$ cat config.mk
export PLATFORM = sky130hd
export DESIGN_NAME = cascade_mod_counter
export DESIGN_NICKNAME = d
export VERILOG_FILES = /design/src/rtl/cascade_mod_counter.sv
export SDC_FILE = /design/constraint.sdc
export NUM_CORES = 1
export LEC_CHECK = 0
export CAP_MARGIN = 20
export CORE_MARGIN = 10
export CORE_UTILIZATION = 59
export CTS_BUF_LIST = sky130_fd_sc_hd__clkbuf_8 sky130_fd_sc_hd__clkbuf_16
export CTS_CLUSTER_DIAMETER = 80
export CTS_CLUSTER_SIZE = 25
export DETAILED_ROUTE_END_ITERATION = 8
export PLACE_DENSITY = 0.95
export RECOVER_POWER = 50
export SETUP_SLACK_MARGIN = 0.5
export SYNTH_ARGS = -nofsm -noshare
export SYNTH_HDL_FRONTEND = slang
export SYNTH_SLANG_ARGS = --single-unit
$ cat constraint.sdc
create_clock -name clk -period 4.35 [get_ports clk]
set_clock_uncertainty 0.1 [all_clocks]
set_input_delay 0.435 -clock clk [delete_from_list [all_inputs] [get_ports clk]]
set_output_delay 0.435 -clock clk [all_outputs]
set_load 0.1 [all_outputs]
$ cat src/rtl/cascade_mod_counter.sv
// -----------------------------------------------------------------------------
// cascade_mod_counter
//
// Multi-digit counter with one modulus shared by every digit. The modulus is
// programmable at runtime. DIGITS stages of WIDTH bits are chained with a
// ripple carry (up) or ripple borrow (down). The counter supports enable,
// synchronous load, and wrap or one-shot behaviour at the terminal value.
// Typical uses are BCD time/event counters, programmable clock dividers and
// timeout timers.
//
// Ports
//   clk          rising-edge clock
//   rst          synchronous reset, active low (overrides load and enable)
//   en_i         count enable, one step per cycle while high
//   up_i         direction: 1 = increment, 0 = decrement
//   oneshot_i    1 = stop at the terminal value and flag done, 0 = wrap
//   mod_m1_i     per-stage modulus minus one (each stage counts 0..mod_m1_i)
//   load_i       synchronous load strobe (has priority over en_i)
//   load_val_i   load value, stage i in bits [i*WIDTH +: WIDTH]
//   count_o      current value, stage 0 least significant
//   tc_o         terminal count, combinational from count, up_i and mod_m1_i
//   carry_out_o  registered one-cycle pulse in the cycle that shows a wrap
//   done_o       registered sticky flag, set on reaching terminal in one-shot
// -----------------------------------------------------------------------------
module cascade_mod_counter #(
   parameter int unsigned DIGITS = 4,
   parameter int unsigned WIDTH  = 4
) (
   input  logic                      clk,
   input  logic                      rst,
   input  logic                      en_i,
   input  logic                      up_i,
   input  logic                      oneshot_i,
   input  logic [WIDTH-1:0]          mod_m1_i,
   input  logic                      load_i,
   input  logic [DIGITS*WIDTH-1:0]   load_val_i,
   output logic [DIGITS*WIDTH-1:0]   count_o,
   output logic                      tc_o,
   output logic                      carry_out_o,
   output logic                      done_o
);

   localparam logic [WIDTH-1:0] ZERO = {WIDTH{1'b0}};
   localparam logic [WIDTH-1:0] ONE  = WIDTH'(1);

   // ------------------------------------------------------------------------
   // Per-stage helpers
   // ------------------------------------------------------------------------

   // A stage is terminal when it would pass a carry/borrow to the next stage.
   // When counting up, a stage above the modulus also counts as terminal, so a
   // stage left out of range by a modulus change rolls over on its next step.
   function automatic logic stage_terminal(input logic [WIDTH-1:0] v,
                                           input logic [WIDTH-1:0] m,
                                           input logic             up);
      logic t;
      if (up) begin
         t = (v >= m);
      end else begin
         t = (v == ZERO);
      end
      return t;
   endfunction

   // Increment with rollover. The >= test also resolves out-of-range stages.
   function automatic logic [WIDTH-1:0] stage_inc(input logic [WIDTH-1:0] v,
                                                  input logic [WIDTH-1:0] m);
      logic [WIDTH-1:0] r;
      if (v >= m) begin
         r = ZERO;
      end else begin
         r = v + ONE;
      end
      return r;
   endfunction

   // Decrement with underflow to the modulus. An out-of-range stage snaps to
   // the modulus. It is not zero, so it was never terminal and lends no borrow.
   function automatic logic [WIDTH-1:0] stage_dec(input logic [WIDTH-1:0] v,
                                                  input logic [WIDTH-1:0] m);
      logic [WIDTH-1:0] r;
      if (v == ZERO) begin
         r = m;
      end else if (v > m) begin
         r = m;
      end else begin
         r = v - ONE;
      end
      return r;
   endfunction

   // Limit a loaded stage value to the current modulus.
   function automatic logic [WIDTH-1:0] stage_clamp(input logic [WIDTH-1:0] v,
                                                    input logic [WIDTH-1:0] m);
      logic [WIDTH-1:0] r;
      if (v > m) begin
         r = m;
      end else begin
         r = v;
      end
      return r;
   endfunction

   // ------------------------------------------------------------------------
   // State
   // ------------------------------------------------------------------------
   logic [DIGITS-1:0][WIDTH-1:0] count_q;
   logic [DIGITS-1:0][WIDTH-1:0] count_d;
   logic                         carry_q;
   logic                         carry_d;
   logic                         done_q;
   logic                         done_d;

   // Datapath intermediates
   logic [DIGITS-1:0]            term_s;
   logic [DIGITS-1:0]            step_s;
   logic [DIGITS-1:0][WIDTH-1:0] stepped_s;
   logic [DIGITS-1:0][WIDTH-1:0] loaded_s;
   logic                         ripple_s;
   logic                         tc_s;

   // Per-stage terminal flags, the ripple step mask, and candidate values.
   always_comb begin
      ripple_s  = 1'b1;
      term_s    = {DIGITS{1'b0}};
      step_s    = {DIGITS{1'b0}};
      stepped_s = {(DIGITS*WIDTH){1'b0}};
      loaded_s  = {(DIGITS*WIDTH){1'b0}};
      for (int i = 0; i < DIGITS; i++) begin
         term_s[i] = stage_terminal(count_q[i], mod_m1_i, up_i);
         // Stage i steps only when every lower stage is terminal.
         step_s[i] = ripple_s;
         ripple_s  = ripple_s & term_s[i];
         if (up_i) begin
            stepped_s[i] = stage_inc(count_q[i], mod_m1_i);
         end else begin
            stepped_s[i] = stage_dec(count_q[i], mod_m1_i);
         end
         loaded_s[i] = stage_clamp(load_val_i[i*WIDTH +: WIDTH], mod_m1_i);
      end
   end

   assign tc_s = &term_s;

   // Next-state selection, in priority order: load, then enabled step, then hold.
   always_comb begin
      count_d = count_q;
      carry_d = 1'b0;
      done_d  = done_q;
      if (load_i) begin
         count_d = loaded_s;
         done_d  = 1'b0;
      end else if (en_i) begin
         if (tc_s && oneshot_i) begin
            // One-shot: freeze at the terminal value and latch done.
            count_d = count_q;
            done_d  = 1'b1;
         end else begin
            for (int i = 0; i < DIGITS; i++) begin
               if (step_s[i]) begin
                  count_d[i] = stepped_s[i];
               end else begin
                  count_d[i] = count_q[i];
               end
            end
            // When tc is set here, every stage wraps. oneshot_i is low on this path.
            carry_d = tc_s;
         end
      end else begin
         count_d = count_q;
      end
   end

   // State registers with synchronous active-low reset.
   always_ff @(posedge clk) begin
      if (!rst) begin
         count_q <= {(DIGITS*WIDTH){1'b0}};
         carry_q <= 1'b0;
         done_q  <= 1'b0;
      end else begin
         count_q <= count_d;
         carry_q <= carry_d;
         done_q  <= done_d;
      end
   end

   assign count_o     = count_q;
   assign tc_o        = tc_s;
   assign carry_out_o = carry_q;
   assign done_o      = done_q;

endmodule

Word-level counts from Yosys, hierarchy flattened
Cells that the tools add are included.
Storage, ports and cells
  register bits after elaboration: 18
  bits of input ports: 26
  word-level logic and storage cells: 78
Cells by class
  add/subtract/negate cells: 8
  $lt $le $gt $ge: 12
  equal/unequal tests: 1
  multiplexer cells: 30
  bitwise logic cells: 4
  reductions and logical operators: 17
Operator list (count)
  4-bit two-way mux: 23
  16-bit two-way mux: 3
  4-bit > comparator: 8
  4-bit by 1-bit adder with 4-bit output, second input constant: 4
  4-bit greater-or-equal comparator: 4
  4-bit zero test: 4
  4-bit by 1-bit subtractor with 4-bit output, second input constant: 4
  3-bit AND reduction: 3
  2-bit nonzero test: 4
  1-bit two-way mux: 4
  2-bit AND reduction: 2
  4-bit AND reduction: 1
  4-bit OR reduction: 1
  1-bit AND: 2
  2-bit inequality test, second input constant: 1
  1-bit inverter: 2
  2-bit OR reduction: 1
  1-bit logical AND: 1

Longest topological paths before layout
Gate-level depths: netlist (run 1).
  word-level depth: 8
  mapped depth: 9
  mapped depth without buffers: 8

Least setup slack after synthesis (run 1)
Ideal clock, no wire load.
  path kind: reg-to-output
  start point: register count_q, in the netlist count_o[8]
  end point: output tc_o
  arrival: 3088 ps
  required time: 3815 ps
  slack: 727 ps
  stages on the path, launching flop included: 8
  cells stage by stage: dfxtp_1 -> inv_1 -> ha_1 -> nand4_1 -> nand4b_1 -> o22ai_1 -> nor3_1 -> and4_1
Between the ends
  word-level cells in the longest chain between the ends: 3
RTL lines
  start: declaration: line 107  | logic [DIGITS-1:0][WIDTH-1:0] count_q;
  start signal: assignment: line 177  | count_q <= {(DIGITS*WIDTH){1'b0}};
  start signal: assignment: line 181  | count_q <= count_d;
  4-bit greater-or-equal comparator / 4-bit zero test (equally long branches): line 58, 60
  1-bit two-way mux (*): line 57  | if (up) begin
  4-bit AND reduction (*): line 143  | assign tc_s = &term_s;
  end: declaration: line 38  | output logic tc_o,
Every way passes the cells marked *; elsewhere a longest branch is shown, timed or not.

Final worst setup path (run 1)
  start point: input mod_m1_i[3]
  end point: output tc_o
Between the ends
  word-level cells in the longest chain between the ends: 3
RTL lines
  start: declaration: line 34  | input logic [WIDTH-1:0] mod_m1_i,
  4-bit greater-or-equal comparator: line 58  | t = (v >= m);
  1-bit two-way mux: line 57
  4-bit AND reduction (*): line 143
Marked as above.

==> results list, run 1 <==
- Synth-to-Final Area Change: 20.2%
- FFs w/ async S/R, synth: 0%
* Data arrival time of the critical path: 3.09 ns
- Final Non-Filler Cells: 424
- After clock tree synthesis, the clock-pin slew on the worst setup and hold paths is 0.09 ns.
- Hold violation count in the final report: 0
- Critical path startpoint category: input port
* Highest-utilization routing layer at the global route stage: met2
- Yosys mapped a number of flops with a built-in enable equal to 0.
- No sink is reached through more buffers than the 2 on the longest clock path.
- In this run, synthesis produced a sequential element count of 18.
* # port buffers: 44
- Global routing used 26.0% of the available met1 tracks.
* Half-perimeter wire length after detailed placement: 6270 um
* Clock latency at the later pin of the worst-skew pair: 0.28 ns
- Using the TritonRoute via totals, the vias-per-cell ratio works out to 6.89.
* Endpoints failing setup: 0
- For this run, the post-layout net count is 443.
* CTS tree: built
- CP Max Fanout: 9
- After detailed routing, the total wire length is 8420 um.
- For the pin with the worst max-slew slack, the measured transition is 0.991 ns.
- The floorplan step defined a die boundary enclosing 7860 um^2.
* Effective utilization at floorplan: 62.2%
* Width of the chip: 88.7 um
* Critical Path End Type: output port
* Most numerous cell in the Yosys netlist: sky130_fd_sc_hd__ha_1
- CTS buffer count: 3
- Dividing the synthesized area by the synthesized cell count gives 8.36 um^2.
* Cell area power density: 324 nW/um^2
- Max frequency: 276 MHz
- Detail-routed net length per standard cell: 19.9 um
- Max-slew headroom: 33.7%
- Count of standard-cell rows: 24
* Top cells by instance count after synthesis: 44 x sky130_fd_sc_hd__ha_1, 27 x sky130_fd_sc_hd__nand2_1, 19 x sky130_fd_sc_hd__inv_1
- The setup path with the least slack is of type input port to output port.
- Initial DRC count: 262
- The synthesized design devotes to its leading area cell type 19.8% of total area.
* Cell Area, Synth: 2780 um^2
* Depth of the worst register-to-register path: 7
- Status: finished clean
* Number of optimization iterations in the first detailed-route pass: 5
* Global Route met2 Usage: 35.8%
- Most area-consuming cells after synthesis: sky130_fd_sc_hd__ha_1 20%, sky130_fd_sc_hd__dfxtp_1 13%, sky130_fd_sc_hd__mux2i_1 4.0%
* Number of pins with negative max-slew slack in the final report: 0
- The post-route netlist has 10.2% of its cells at a drive strength greater than 1.
- Setup repair after global routing left no endpoint under its margin.
- Summed over all cells, the static leakage comes to 1.49 nW.
- For the worst setup path, the data required time is 3.82 ns.
- Share of the yosys chip area belonging to registers: 12.9%
- CP peak stage delay: 0.45 ns
* Number of inserted diodes: 0
* Class of the tightest hold or removal check: register to register
* Overflow left after global routing: 0
- The critical path goes through clkdlybuf4s50_1, buf_4, inv_1, ha_1, nand4_1, nand4b_1, o22ai_1, nor3_1, and4_1, buf_12.
- Placed cell count: 417
* Number of buffers added to fix hold violations after cts: 0
- The number of nets handed over by synthesis was 403.
* Overall die height: 88.7 um
- CTS placed an instance of sky130_fd_sc_hd__clkbuf_8 at the clock tree root.
- In the final timing run, aggregate negative setup slack is 0 ns.
- In this run the number of H-tree levels came out at 1.
- Distinct cell type count of the synthesized netlist: 68
- Across all layers, the routed design uses 2921 vias.
- The first global-routing pass estimated 13600 um of wire.
- On the critical path, the stage with the largest delay is an instance of sky130_fd_sc_hd__clkdlybuf4s50_1.
* Detailed-route DRC error count: 0
- Predominant post-synthesis flop cell: sky130_fd_sc_hd__dfxtp_1
* Number of cells on the worst hold path: 2
- The number of global-route vias before repair is 2833.
- Global routing consumed, over all layers together, 21.2% of the routing resources.
- Counting every instance in the synthesized netlist gives 333.
* I/O pin count: 45
- Summed over all instances, the cell type with the most area after synthesis is sky130_fd_sc_hd__ha_1.
- Min Clock Period, post-route: 3.62 ns
* Number of maximum-capacitance violations: 0
- At the end of routability-driven placement, the weighted congestion stood at 0.914.
- Pin count of the biggest net entering global routing: 38
- Fill cells in the final layout number 356.
- After floorplanning, the core was sized to cover 4470 um^2.
* CTS Sinks: 18
- Yosys Warn Count: 0
* Remaining antenna violation count after routing: 0
* Met3 GRT Util: 3.77%
- Initial antenna violation count: 0
- The final critical path takes up 83.2% of the cycle.
- IR analysis of the VDD net gives a maximum drop of 179 uV.
-- state kept, by name, indices dropped and copies added, names as in the netlist --
name and flops:
count_o 16, carry_out_o 1, done_o 1
-- kinds of logic after synthesis --
| family | synth area share, % |
|---|---|
| AOI/OAI and AO/OA | 30.7 |
| DFF | 12.9 |
| and+or+nand+nor | 21.4 |
| xor gates and xnor gates | 5.04 |
| buffers and inverters | 4.99 |
| adders and majority gates | 19.8 |
| muxes | 5.17 |
-- cell usage in the layout, fill, tap and decap left out, drive strengths merged, types with 3 or more instances in the layout --
| cell | synthesis | final |
|---|---|---|
| o32ai | 6 | 6 |
| o21ai | 14 | 14 |
| or2 | 5 | 5 |
| nor3 | 8 | 8 |
| clkdlybuf4s50 | 0 | 24 |
| xor2 | 12 | 12 |
| a211oi | 3 | 3 |
| inv | 19 | 18 |
| o22ai | 8 | 8 |
| nor2b | 12 | 12 |
| nor2 | 13 | 13 |
| a41o | 3 | 3 |
| o211ai | 4 | 4 |
| nor3b | 4 | 4 |
| nand3 | 13 | 13 |
| nand2 | 28 | 28 |
| mux2 | 3 | 3 |
| buf | 7 | 8 |
| nand4 | 7 | 7 |
| a22o | 10 | 10 |
| o211a | 4 | 4 |
| a21oi | 13 | 13 |
| clkbuf | 9 | 4 |
| dfxtp | 18 | 18 |
| xnor2 | 4 | 4 |
| mux2i | 11 | 11 |
| a221oi | 10 | 10 |
| ha | 44 | 44 |
| dlygate4sd3 | 0 | 18 |
-- layer usage --
metal / routed length [um] / vias up
met1: 3390 / 1370
met4: 172 / 0
met5: 0 / -
met3: 725 / 21
li1: - / 1369
met2: 4140 / 161
-- critical path: cells and delay by family --
kind / cells / cell delay (ns)
AND/OR/NAND/NOR: 4 / 1.00
buffers and inverters: 4 / 1.07
adder cells (fa/ha/maj): 1 / 0.43
AO/OA/AOI/OAI: 1 / 0.14
-- power breakdown --
group | switching, mW | total, mW | internal (mW)
clock network | 0.0718 | 0.153 | 0.0810
registers | 0.0449 | 0.230 | 0.185
logic | 0.438 | 0.700 | 0.262
-- worst paths after layout --
path,startpoint,to,slack [ns]
max,mod_m1_i[3],tc_o,0.73
min,count_o[12]$_SDFFE_PN0P_,count_o[12]$_SDFFE_PN0P_,0.46
max reg2reg,count_o[13]$_SDFFE_PN0P_,count_o[2]$_SDFFE_PN0P_,1.78
min reg2reg,count_o[12]$_SDFFE_PN0P_,count_o[12]$_SDFFE_PN0P_,0.46
-- through the flow --
stage               hold slack, ns  worst slack, ns  utilization [%]  power [mW]  cell area, um^2
floorplan                    0.507            0.727                -       0.762             2780
global placement             0.431            0.761             72.9       0.906             3260
detailed placement           0.446            0.685             72.9       0.925             3260
CTS                          0.456            0.674             74.1        1.08             3320
global route                 0.492            0.552             74.7        1.14             3340
finish                       0.457            0.729             74.7        1.08             3340
-- repair_timing --
action                                  in CTS  in global routing
setup buffers                                0                  3
endpoints found under the setup margin       0                  1
gates resized for setup                      0                  2
-- final cells by class --
type                    count  area, um^2  share of cell area, %
clock buffers               4        55.1                   1.65
inverters                  19        75.1                   2.24
multi-input cells         280        2280                   68.3
flip-flops and latches     18         360                   10.8
well taps                  52        65.1                   1.95
repair buffers             51         505                   15.1
No activity file was read; power rests on OpenSTA's default activity.
==> run 2: changes to the inputs <==
--- a/config.mk
+++ b/config.mk
@@ -7,12 +7,12 @@
 export LEC_CHECK = 0
 export CAP_MARGIN = 20
 export CORE_MARGIN = 10
-export CORE_UTILIZATION = 59
+export CORE_UTILIZATION = 55
 export CTS_BUF_LIST = sky130_fd_sc_hd__clkbuf_8 sky130_fd_sc_hd__clkbuf_16
 export CTS_CLUSTER_DIAMETER = 80
 export CTS_CLUSTER_SIZE = 25
 export DETAILED_ROUTE_END_ITERATION = 8
-export PLACE_DENSITY = 0.95
+export PLACE_DENSITY = 0.94
 export RECOVER_POWER = 50
 export SETUP_SLACK_MARGIN = 0.5
 export SYNTH_ARGS = -nofsm -noshare
==> constraint.sdc (replaced) <==
create_clock -name clk -period 3.4 [get_ports clk]
set_clock_uncertainty 0.1 [all_clocks]
set_input_delay 0.34 -clock clk [delete_from_list [all_inputs] [get_ports clk]]
set_output_delay 0.34 -clock clk [all_outputs]
set_load 0.1 [all_outputs]
==> results list, run 2 (synthesis results as in run 1) <==
- In this run the remaining antenna-violating nets after routing total 0.
* Data arrival time of the critical path: 2.58 ns
- Max-cap violations in this run came to 0.
- Buffers inserted during clock tree synthesis total 3.
* Overall global routing resource usage: 24.4%
* Total Wirelength: 11000 um
* Pin count of the biggest net entering global routing: 37
- The register with the most flip-flops in the layout has 16 of them.
- In the layout the commonest cells are 38 x sky130_fd_sc_hd__ha_1, 36 x sky130_fd_sc_hd__buf_4, 25 x sky130_fd_sc_hd__nand2_1, 22 x sky130_fd_sc_hd__clkdlybuf4s50_1, 16 x sky130_fd_sc_hd__inv_1.
- Count of standard-cell rows: 25
- In this run the power density over the cells is 419 nW/um^2.
- After global routing the overflow that remains totals 0.
- Post-layout utilization of the core: 76.9%
- Leading cell type in the layout, fill and taps excluded: sky130_fd_sc_hd__ha_1
* Clock Tree Buf Depth: 2
- Number of H-tree branching levels: 1
- Dividing the detail-routed wire length by the instance count gives 23.6 um.
- Worst Slack Setup Final: 0.378 ns
* Source of the worst register-to-register timing path: count_o[6]$_SDFFE_PN0P_
* Synth-to-Final Area Change: 33.2%
- Max frequency: 331 MHz
- CP Max Fanout: 6
* Setup repair after global routing missed its margin: no
* Buffer cell driving the clock tree root: sky130_fd_sc_hd__clkbuf_8
- Setup total negative slack on the finished layout was measured at 0 ns.
* Number of global-route vias before repair: 3279
- Worst vdd ir: 287 uV
* DR vias: 3330
- CTS Sinks: 18
- The post-route netlist has 23.9% of its cells at a drive strength greater than 1.
* Clock latency at the later pin of the worst-skew pair: 0.28 ns
- Measured along the x axis, the die boundary spans 91.1 um.
* Vias/cell: 7.12
- Startpoint of the tightest hold check path: count_o[12]$_SDFFE_PN0P_
- Hold violation count in the final report: 0
- Max-slew headroom: 22.4%
* Half-perimeter wire length after detailed placement: 6530 um
- Number of optimization iterations in the first detailed-route pass: 5
* Detailed-route DRC error count: 0
* Clock edge transition at the registers on the reported setup and hold paths: 0.09 ns
* Endpoints failing setup: 0
- Class of the tightest hold or removal check: register to register
* Wire length of the first global-routing pass: 16900 um
* Placed cell count: 438
- Overall die height: 91.1 um
- In this run the static leakage power is 1.64 nW.
- Final Non-Filler Cells: 468
- For this configuration, the core starts out at a cell density of 57.8%.
- In this run the worst setup path begins at mod_m1_i[1].
- Summed area of non-filler cells in the final layout: 3710 um^2
- Initial antenna violation count: 0
* Final-stage net count: 472
- After clock tree synthesis, the flow added hold-fix buffers numbering 0.
- Of the available clock period, the critical path in the final layout requires 88.9%.
* Critical path startpoint category: input port
- I/O pin count: 45
- The critical path is of the input port to output port type.
- Required time of the worst setup path: 2.96 ns
- The core region is 4820 um^2.
* Number of inserted diodes: 0
- The run finished with clean final reports.
- Critical Path End Type: output port
* Fill count: 321
- Weighted congestion reported at the end of routability-driven placement: 1.07
- # port buffers: 44
* Number of pins with negative max-slew slack in the final report: 0
- For the finished layout, the period the worst path requires is 3.02 ns.
- Initial DRC count: 419
- Before CTS, the worst setup slack after placement is 0.198 ns.
- For the pin with the worst max-slew slack, the measured transition is 1.17 ns.
- The floorplan step defined a die boundary enclosing 8300 um^2.
- TritonCTS built the clock tree.
- In this run the cell area measured after placement is 3330 um^2.
run 2: changes by cell type in the layout (fill, tap and decap cells not counted), moves of 3 or more:
cell,delta
sky130_fd_sc_hd__dlygate4sd3_1,-3
sky130_fd_sc_hd__ha_4,+6
sky130_fd_sc_hd__dfxtp_2,+11
sky130_fd_sc_hd__buf_4,+29
sky130_fd_sc_hd__dfxtp_1,-11
sky130_fd_sc_hd__ha_1,-6
run 2: final timing paths:
kind | to | slack [ns] | depth (start not counted)
max | tc_o | 0.38 | 10
max reg2reg | count_o[2]$_SDFFE_PN0P_ | 0.76 | 8
min | count_o[12]$_SDFFE_PN0P_ | 0.44 | 2
min reg2reg | count_o[12]$_SDFFE_PN0P_ | 0.44 | 2
run 2: per-stage QoR:
stage               hold WS (ns)  power [mW]
global placement           0.395        1.17
global route               0.464        1.61
detailed placement         0.418        1.20
CTS                        0.431        1.44
finish                     0.436        1.55
floorplan                  0.412       0.980
run 2: area by class of cell:
cell class | count | area [um^2] | area share [%]
Inverter | 19 | 77.6 | 2.09
Sequential cell | 18 | 374 | 10.1
Multi-Input combinational cell | 280 | 2400 | 64.8
Tap cell | 67 | 83.8 | 2.26
Timing Repair Buffer | 80 | 716 | 19.3
Clock buffer | 4 | 55.1 | 1.49
run 2: report_power, final:
part           total (mW)  switching, mW  internal, mW
Sequential          0.307         0.0658         0.241
Clock               0.203         0.0988         0.104
Combinational        1.04          0.641         0.401
run 2: routing by layer:
layer | wire, um | part of all wire, % | track usage [%]
met1 | 4030 | 36 | 27.2
met2 | 5100 | 46 | 39.2
met3 | 1180 | 11 | 6.67
met4 | 742 | 6.7 | 17.8
met5 | 0 | 0 | 0
run 2: timing repair:
action / in CTS / in global routing
setup buffers: 15 / 11
hold endpoints to repair: 0 / 0
gates resized for setup: 13 / 16
endpoints found under the setup margin: 1 / 12
pin swaps: 12 / 10
run 2: worst max-delay path: stages:
cell and delay [ns]:
sky130_fd_sc_hd__clkdlybuf4s15_1 0.21, sky130_fd_sc_hd__clkinvlp_2 0.32, sky130_fd_sc_hd__buf_4 0.27, sky130_fd_sc_hd__ha_1 0.32, sky130_fd_sc_hd__nand4_1 0.18, sky130_fd_sc_hd__nand2_2 0.17
sky130_fd_sc_hd__nor3_4 0.07, sky130_fd_sc_hd__nor3_2 0.22, sky130_fd_sc_hd__and4_4 0.30, sky130_fd_sc_hd__buf_12 0.18
